## config.mk

```make
export PLATFORM = sky130hd
export DESIGN_NAME = gb_cpu_interrupt_ctrl_flat
export DESIGN_NICKNAME = d
export VERILOG_FILES = /design/src/rtl/gb_cpu_interrupt_ctrl_if.sv /design/src/rtl/gb_cpu_interrupt_ctrl.sv /design/src/flat_wrapper.sv
export SDC_FILE = /design/constraint.sdc
export NUM_CORES = 1
export LEC_CHECK = 0
export CORE_MARGIN = 8
export CORE_UTILIZATION = 35
export CTS_BUF_LIST = sky130_fd_sc_hd__clkbuf_16
export DETAILED_ROUTE_END_ITERATION = 16
export PLACE_DENSITY_LB_ADDON = 0.2
export SYNTH_ARGS = -nofsm -noshare
export SYNTH_HDL_FRONTEND = slang
export SYNTH_SLANG_ARGS = --single-unit
```

## constraint.sdc

```tcl
create_clock -name clk -period 7.7 [get_ports clk]
set_input_delay 1.54 -clock clk [delete_from_list [all_inputs] [get_ports clk]]
set_output_delay 1.54 -clock clk [all_outputs]
set_load 0.005 [all_outputs]
```

## src/rtl/gb_cpu_interrupt_ctrl_if.sv

```systemverilog
// CPU bus view of the interrupt controller: IF (0xFF0F) and IE (0xFFFF) accesses.
interface gb_cpu_interrupt_ctrl_if;
   logic [15:0] bus_addr;
   logic [7:0]  bus_wdata;
   logic        bus_wr;
   logic [7:0]  bus_rdata;
   logic        bus_hit;

   modport master (output bus_addr, bus_wdata, bus_wr, input bus_rdata, bus_hit);
   modport slave  (input bus_addr, bus_wdata, bus_wr, output bus_rdata, bus_hit);
endinterface

```

## src/rtl/gb_cpu_interrupt_ctrl.sv

```systemverilog
// Game Boy interrupt controller: IF/IE/IME, EI delay, HALT wake-up and the
// 5 M-cycle dispatch sequence ending in a vector load.
module gb_cpu_interrupt_ctrl (
   input  logic                          clk,
   input  logic                          reset,
   gb_cpu_interrupt_ctrl_if.slave        bus,
   input  logic [4:0]                    irq_req,
   input  logic                          instr_boundary,
   input  logic                          ei_req,
   input  logic                          di_req,
   input  logic                          reti_req,
   input  logic                          halt_req,
   output logic                          int_pending,
   input  logic                          int_ack,
   output logic [2:0]                    dispatch_phase,
   output logic                          halted,
   output logic                          write_interrupt_vector,
   output logic [7:0]                    interrupt_vector
);

   typedef enum logic [2:0] {
      ST_IDLE    = 3'd0,
      ST_WAIT0   = 3'd1,
      ST_WAIT1   = 3'd2,
      ST_PUSH_HI = 3'd3,
      ST_PUSH_LO = 3'd4,
      ST_JUMP    = 3'd5
   } state_e;

   state_e      state_q, state_d;
   logic [4:0]  if_q, if_d;
   logic [7:0]  ie_q, ie_d;
   logic        ime_q, ime_d;
   logic        ei_pend_q, ei_pend_d;
   logic        halted_q, halted_d;
   logic [7:0]  vec_q, vec_d;
   logic [4:0]  vec_bit_q, vec_bit_d;

   logic [4:0]  dispatch_clear;
   logic [4:0]  latch_src;
   logic        wr_if, wr_ie, ack, promote, any_req;

   // ---------------- register / IME / HALT next-state ----------------
   always_comb begin
      wr_if   = bus.bus_wr && (bus.bus_addr == 16'hFF0F);
      wr_ie   = bus.bus_wr && (bus.bus_addr == 16'hFFFF);
      ack     = int_ack && (state_q == ST_IDLE);
      promote = ei_pend_q && instr_boundary;
      any_req = |(if_q & ie_q[4:0]);

      if_d = ((wr_if ? bus.bus_wdata[4:0] : if_q) & ~dispatch_clear) | irq_req;
      ie_d = wr_ie ? bus.bus_wdata : ie_q;

      ime_d = ime_q;
      if (reti_req || promote) ime_d = 1'b1;
      if (di_req || ack)       ime_d = 1'b0;

      ei_pend_d = ei_pend_q;
      if (di_req)       ei_pend_d = 1'b0;
      else if (ei_req)  ei_pend_d = 1'b1;
      else if (promote) ei_pend_d = 1'b0;

      halted_d = halted_q;
      if (any_req)       halted_d = 1'b0;
      else if (halt_req) halted_d = 1'b1;

      // Arbitrate on next-state IF/IE so a PUSH_HI write to 0xFFFF can cancel.
      latch_src = if_d & ie_d[4:0];
      vec_d     = vec_q;
      vec_bit_d = vec_bit_q;
      if (state_q == ST_PUSH_HI) begin
         vec_d     = '0;
         vec_bit_d = '0;
         for (int unsigned i = 0; i < 5; i++) begin
            if (latch_src[i] && (vec_bit_d == '0)) begin
               vec_bit_d = 5'b1 << i;
               vec_d     = 8'h40 | 8'(i << 3);
            end
         end
      end
   end

   // ---------------- dispatch FSM: state register ----------------
   always_ff @(posedge clk) begin
      if (reset) begin
         state_q   <= ST_IDLE;
         if_q      <= '0;
         ie_q      <= '0;
         ime_q     <= 1'b0;
         ei_pend_q <= 1'b0;
         halted_q  <= 1'b0;
         vec_q     <= '0;
         vec_bit_q <= '0;
      end else begin
         state_q   <= state_d;
         if_q      <= if_d;
         ie_q      <= ie_d;
         ime_q     <= ime_d;
         ei_pend_q <= ei_pend_d;
         halted_q  <= halted_d;
         vec_q     <= vec_d;
         vec_bit_q <= vec_bit_d;
      end
   end

   // ---------------- dispatch FSM: next state ----------------
   always_comb begin
      state_d = state_q;
      case (state_q)
         ST_IDLE:    if (ack) state_d = ST_WAIT0;
         ST_WAIT0:   state_d = ST_WAIT1;
         ST_WAIT1:   state_d = ST_PUSH_HI;
         ST_PUSH_HI: state_d = ST_PUSH_LO;
         ST_PUSH_LO: state_d = ST_JUMP;
         ST_JUMP:    state_d = ST_IDLE;
         default:    state_d = ST_IDLE;
      endcase
   end

   // ---------------- dispatch FSM: outputs ----------------
   always_comb begin
      dispatch_phase         = state_q;
      write_interrupt_vector = (state_q == ST_JUMP);
      interrupt_vector       = (state_q == ST_JUMP) ? vec_q : '0;
      dispatch_clear         = (state_q == ST_JUMP) ? vec_bit_q : '0;
   end

   always_comb begin
      int_pending = ime_q && any_req;
      halted      = halted_q;
      bus.bus_hit = (bus.bus_addr == 16'hFF0F) || (bus.bus_addr == 16'hFFFF);
      if (bus.bus_addr == 16'hFF0F)      bus.bus_rdata = {3'b111, if_q};
      else if (bus.bus_addr == 16'hFFFF) bus.bus_rdata = ie_q;
      else                               bus.bus_rdata = '0;
   end

endmodule

```

## src/flat_wrapper.sv

```systemverilog
// flat-port wrapper written by rule: the top's interface ports become plain ports
module gb_cpu_interrupt_ctrl_flat 
  (clk, reset, irq_req, instr_boundary, ei_req, di_req, reti_req, halt_req, int_pending, int_ack, dispatch_phase, halted, write_interrupt_vector, interrupt_vector, bus_bus_addr, bus_bus_wdata, bus_bus_wr, bus_bus_rdata, bus_bus_hit);
  gb_cpu_interrupt_ctrl_if bus_i ();
  input  logic clk;
  input  logic reset;
  input  logic [4:0] irq_req;
  input  logic instr_boundary;
  input  logic ei_req;
  input  logic di_req;
  input  logic reti_req;
  input  logic halt_req;
  output logic int_pending;
  input  logic int_ack;
  output logic [2:0] dispatch_phase;
  output logic halted;
  output logic write_interrupt_vector;
  output logic [7:0] interrupt_vector;
  input wire logic [$bits(bus_i.bus_addr)-1:0] bus_bus_addr;
  input wire logic [$bits(bus_i.bus_wdata)-1:0] bus_bus_wdata;
  input wire logic [$bits(bus_i.bus_wr)-1:0] bus_bus_wr;
  output wire logic [$bits(bus_i.bus_rdata)-1:0] bus_bus_rdata;
  output wire logic [$bits(bus_i.bus_hit)-1:0] bus_bus_hit;
  assign bus_i.bus_addr = bus_bus_addr;
  assign bus_i.bus_wdata = bus_bus_wdata;
  assign bus_i.bus_wr = bus_bus_wr;
  assign bus_bus_rdata = bus_i.bus_rdata;
  assign bus_bus_hit = bus_i.bus_hit;
  gb_cpu_interrupt_ctrl u_core (.clk(clk), .reset(reset), .bus(bus_i), .irq_req(irq_req), .instr_boundary(instr_boundary), .ei_req(ei_req), .di_req(di_req), .reti_req(reti_req), .halt_req(halt_req), .int_pending(int_pending), .int_ack(int_ack), .dispatch_phase(dispatch_phase), .halted(halted), .write_interrupt_vector(write_interrupt_vector), .interrupt_vector(interrupt_vector));
endmodule
```

* After elaboration in Yosys (flattened, before gate mapping) *
Index checks and enable logic that the tools add are counted.

storage, ports and cells
  register bits = 32
  word-level logic and storage cells = 68
  input port bits = 38
  output and inout bits = 23

cells by class
  equal/unequal tests = 8
  mux-type cells = 24
  reductions and logical operators = 22
  bitwise operators = 5

operators by type and width
  cell                    count
  $mux W5                 11
  $mux W7                 5
  $eq A16 B16 Y1 const B  2
  $mux W8                 3
  $logic_not A5 Y1        4
  $and A5 B5 Y5           3
  $pmux W3 S5             1
  $logic_and A1 B1 Y1     9
  $eq A3 B2 Y1 const B    2
  $eq A3 B3 Y1 const B    2
  $reduce_or A6 Y1        1
  $not A5 Y5              1
  $or A5 B5 Y5            1
  $reduce_or A5 Y1        1
  $reduce_or A2 Y1        2
  $eq A3 B1 Y1 const B    1
  $logic_not A3 Y1        1
  $logic_or A1 B1 Y1      3
  $mux W1                 3
  $mux W3                 1
  $ne A2 B1 Y1 const B    1
  $reduce_bool A2 Y1      1

* Longest topological paths before layout *
  word-level depth = 23
  depth in mapped cells = 9

* Worst setup path after synthesis *
No wires, ideal clock.

  kind = input port to output port
  start = input bus_bus_addr[5]
  end = output bus_bus_rdata[0]
  path slack = 3439 ps
  data arrival time = 2721 ps
  data required time = 6160 ps
  buffers on the path = 1
  stages on the path = 4
  cells stage by stage = or4_1 buf_2 nor2_1 a22o_1

between the ends
  longest elaborated chain between the ends = 3
  elaborated cells on any way between the ends = 4

ends and longest elaborated chain
  what            line                          RTL
  from (decl)     flat_wrapper.sv:19            input wire logic [$bits(bus_i.bus_addr)-1:0] bus_bus_addr;
  $eq A16 B16 Y1  gb_cpu_interrupt_ctrl.sv:133  else if (bus.bus_addr == 16'hFFFF) bus.bus_rdata = ie_q;
  $mux W8         gb_cpu_interrupt_ctrl.sv:133
  $mux W8 (*)     gb_cpu_interrupt_ctrl.sv:132  if (bus.bus_addr == 16'hFF0F) bus.bus_rdata = {3'b111, if_q};
  to (decl)       flat_wrapper.sv:22            output wire logic [$bits(bus_i.bus_rdata)-1:0] bus_bus_rdata;

Every way passes the cells marked *; elsewhere a longest branch is shown, timed or not.

* Worst setup path after layout *
  start = input bus_bus_addr[5]
  end = output bus_bus_rdata[1]

Same word-level chain as after synthesis.

==> flow_summary.json <==
{
  "outcome": "finished, final reports clean",
  "ctsResizeCount": 0,
  "gp_congestion": 0.804,
  "min_period_ps": 5470,
  "root_buffer": "clkbuf_16",
  "setup_ws_ps": 2230,
  "startpoint_type": "input pin",
  "worst_slew_margin_rel_pct": 32.5,
  "die_area_mm2": 0.00665,
  "synth-edff-count": 0,
  "dpl_worst_slack_ps": 2230,
  "grt_pass1_vias": 1486,
  "hp-class": "flip-flop to flip-flop",
  "cts_tree": "yes",
  "final_hold_viol_count": 0,
  "drive_gt1_share_pct": 9.91,
  "initial_utilization_pct": 35.5,
  "worst_slew_pin_slew_ps": 1010,
  "antenna_found_initial": 0,
  "place_inst": 270,
  "drt_iter0_markers": 82,
  "path_class": "input pin to output pin",
  "leakagePower_uw": 0.000733,
  "power.density_mw_per_mm2": 146,
  "cts_sinks": 27,
  "ioPinCount": 61,
  "rsz0062_at_grt": "no",
  "cp.required_ps": 6160,
  "cts-htree-levels": 1,
  "detail-route-antenna-nets": 0,
  "fin_skew_ps": 1.87,
  "numPortBuffers": 56,
  "ctsHoldBuffers": 0,
  "n_antenna_cell": 0,
  "synth_area_mm2": 0.00150,
  "cts_setup_buffers": 0,
  "dr.pass1.iters": 6,
  "synthToLayoutAreaGrowth_pct": 43.2,
  "yosysWarnings": 0,
  "grt_pass1_wl_mm": 7.07,
  "synthArstFlopShare_pct": 0,
  "maxCapViolations": 0,
  "synthCells": 172,
  "cts_max_path_buffers": 2,
  "final_common_cell": "clkdlybuf4s50_1",
  "via_per_inst": 5.33,
  "fin_cells": 274,
  "synth.distinct_cells": 45,
  "die_w_um": 81.5,
  "via_count": 1461,
  "drc": 0,
  "cts_buffers": 3,
  "post_synth.cell_area_avg_um2": 8.74,
  "endpoint_kind": "output pin",
  "cp_max_fo": 8,
  "fin_crit_sh_pct": 71.0,
  "ir_drop_mv": 0.100,
  "clk-insertion-delay-late_ps": 260,
  "layout.nets": 261,
  "path_clk_slew_ps": 60,
  "wl_per_cell_um": 16.1,
  "finalSetupViolations": 0,
  "final_cell_mix": "56 x clkdlybuf4s50_1, 27 x dfxtp_1, 19 x nand2_1",
  "wl_mm": 4.42,
  "tns_ps": 0,
  "grt_overflow": 0,
  "synth.yosys.seq_area_share_pct": 36.0,
  "synth_seq_cells": 27,
  "fp.dieH_um": 81.5,
  "grt.total_usage_pct": 13.1,
  "dpl.hpwl_mm": 3.41,
  "n_fill_cell": 417,
  "cp.arrival_ps": 3930,
  "fmax_ghz": 0.183,
  "grt_max_degree": 28,
  "dominantRegCellSynth": "dfxtp_1",
  "coreArea_mm2": 0.00423,
  "rows": 24,
  "finalMaxSlewViolations": 0
}
==> report_power, final <==
| group | internal (uW) | switching, uW | total (uW) |
|---|---|---|---|
| logic | 28.4 | 18.1 | 46.5 |
| clock network | 69.5 | 47.0 | 117 |
| registers | 144 | 7.12 | 152 |
| total | 242 | 72.3 | 315 |
==> state kept, by name, summed over array words and instances (netlist names) <==
| register | cells |
|---|---|
| u_core.vec_bit_q | 4 |
| u_core.ie_q | 8 |
| u_core.ei_pend_q | 1 |
| u_core.ime_q | 1 |
| u_core.halted | 1 |
| u_core.vec_q | 4 |
| u_core.if_q | 5 |
| u_core.dispatch_phase | 3 |
==> synthesized netlist by cell type, types with 2 or more instances <==
master | instances | area, um2
mux2_2 | 4 | 45.0
nor4_1 | 3 | 18.8
nand4b_1 | 3 | 26.3
and2_1 | 4 | 25.0
a31oi_1 | 3 | 18.8
nand4_4 | 2 | 42.5
a21oi_1 | 16 | 80.1
a211oi_1 | 2 | 15.0
o21a_1 | 3 | 22.5
dfxtp_1 | 27 | 541
clkbuf_1 | 7 | 26.3
or2_2 | 2 | 12.5
buf_4 | 4 | 30.0
nand2_1 | 19 | 71.3
inv_1 | 3 | 11.3
mux2i_1 | 5 | 50.1
nand4_1 | 5 | 31.3
nand3_1 | 7 | 35.0
a22o_1 | 5 | 43.8
nor3_1 | 4 | 20.0
a22oi_2 | 2 | 25.0
o21ai_2 | 2 | 17.5
nor4_4 | 2 | 42.5
a22oi_1 | 2 | 15.0
nor2_1 | 15 | 56.3
buf_2 | 2 | 10.0
==> cell families after synthesis <==
kind of cell	after synthesis	synth area share, %
other	1	0.250
and+or+nand+nor	76	30.9
buffers and inverters	16	5.16
AOI/OAI and AO/OA	42	20.8
DFF	27	36.0
xor gates and xnor gates	1	0.583
muxes	9	6.33
==> through the flow <==
step	power, uW	hold WS (ps)	util [%]	instance area (um2)
6_report	315	458	50.8	2150
5_1_grt	329	473	50.8	2150
3_3_place_gp	201	443	49.0	2070
4_1_cts	319	459	50.8	2150
3_5_place_dp	201	448	49.0	2070
2_1_floorplan	173	427	-	1510
==> metal layers <==
metal	global-route usage [%]	routed length (um)	vias to the layer above	share of wire [%]
li1	-	-	730	-
met2	20.4	1920	46	43
met4	2.14	19	0	0.43
met3	4.16	371	4	8.4
met5	0	0	-	0
met1	17.5	2110	681	48
==> path summary, 6_finish.rpt <==
kind	from	end	slack, ps	cells past startpoint
setup / recovery	bus_bus_addr[5]	bus_bus_rdata[1]	2230	5
hold reg to reg	u_core.vec_q[4]	u_core.vec_q[4]	460	2
setup reg to reg	u_core.dispatch_phase[2]	u_core.vec_q[5]	5420	7
hold / removal	u_core.vec_q[4]	u_core.vec_q[4]	460	2
==> layout make-up <==
class | instances | area, um2 | share of cell area [%]
Multi-Input combinational cell | 132 | 896 | 41.6
Timing Repair Buffer | 56 | 561 | 26.0
Sequential cell | 27 | 541 | 25.1
Clock buffer | 3 | 75.1 | 3.49
Tap cell | 52 | 65.1 | 3.02
Inverter | 3 | 11.3 | 0.523
Clock inverter | 1 | 3.75 | 0.174
==> worst max-delay path: stages <==
cell and delay (ps):
clkdlybuf4s50_1 460, or4_1 720, nor2_1 470, a22o_1 220
clkdlybuf4s50_1 520
Power figures use the tool's default switching activity.
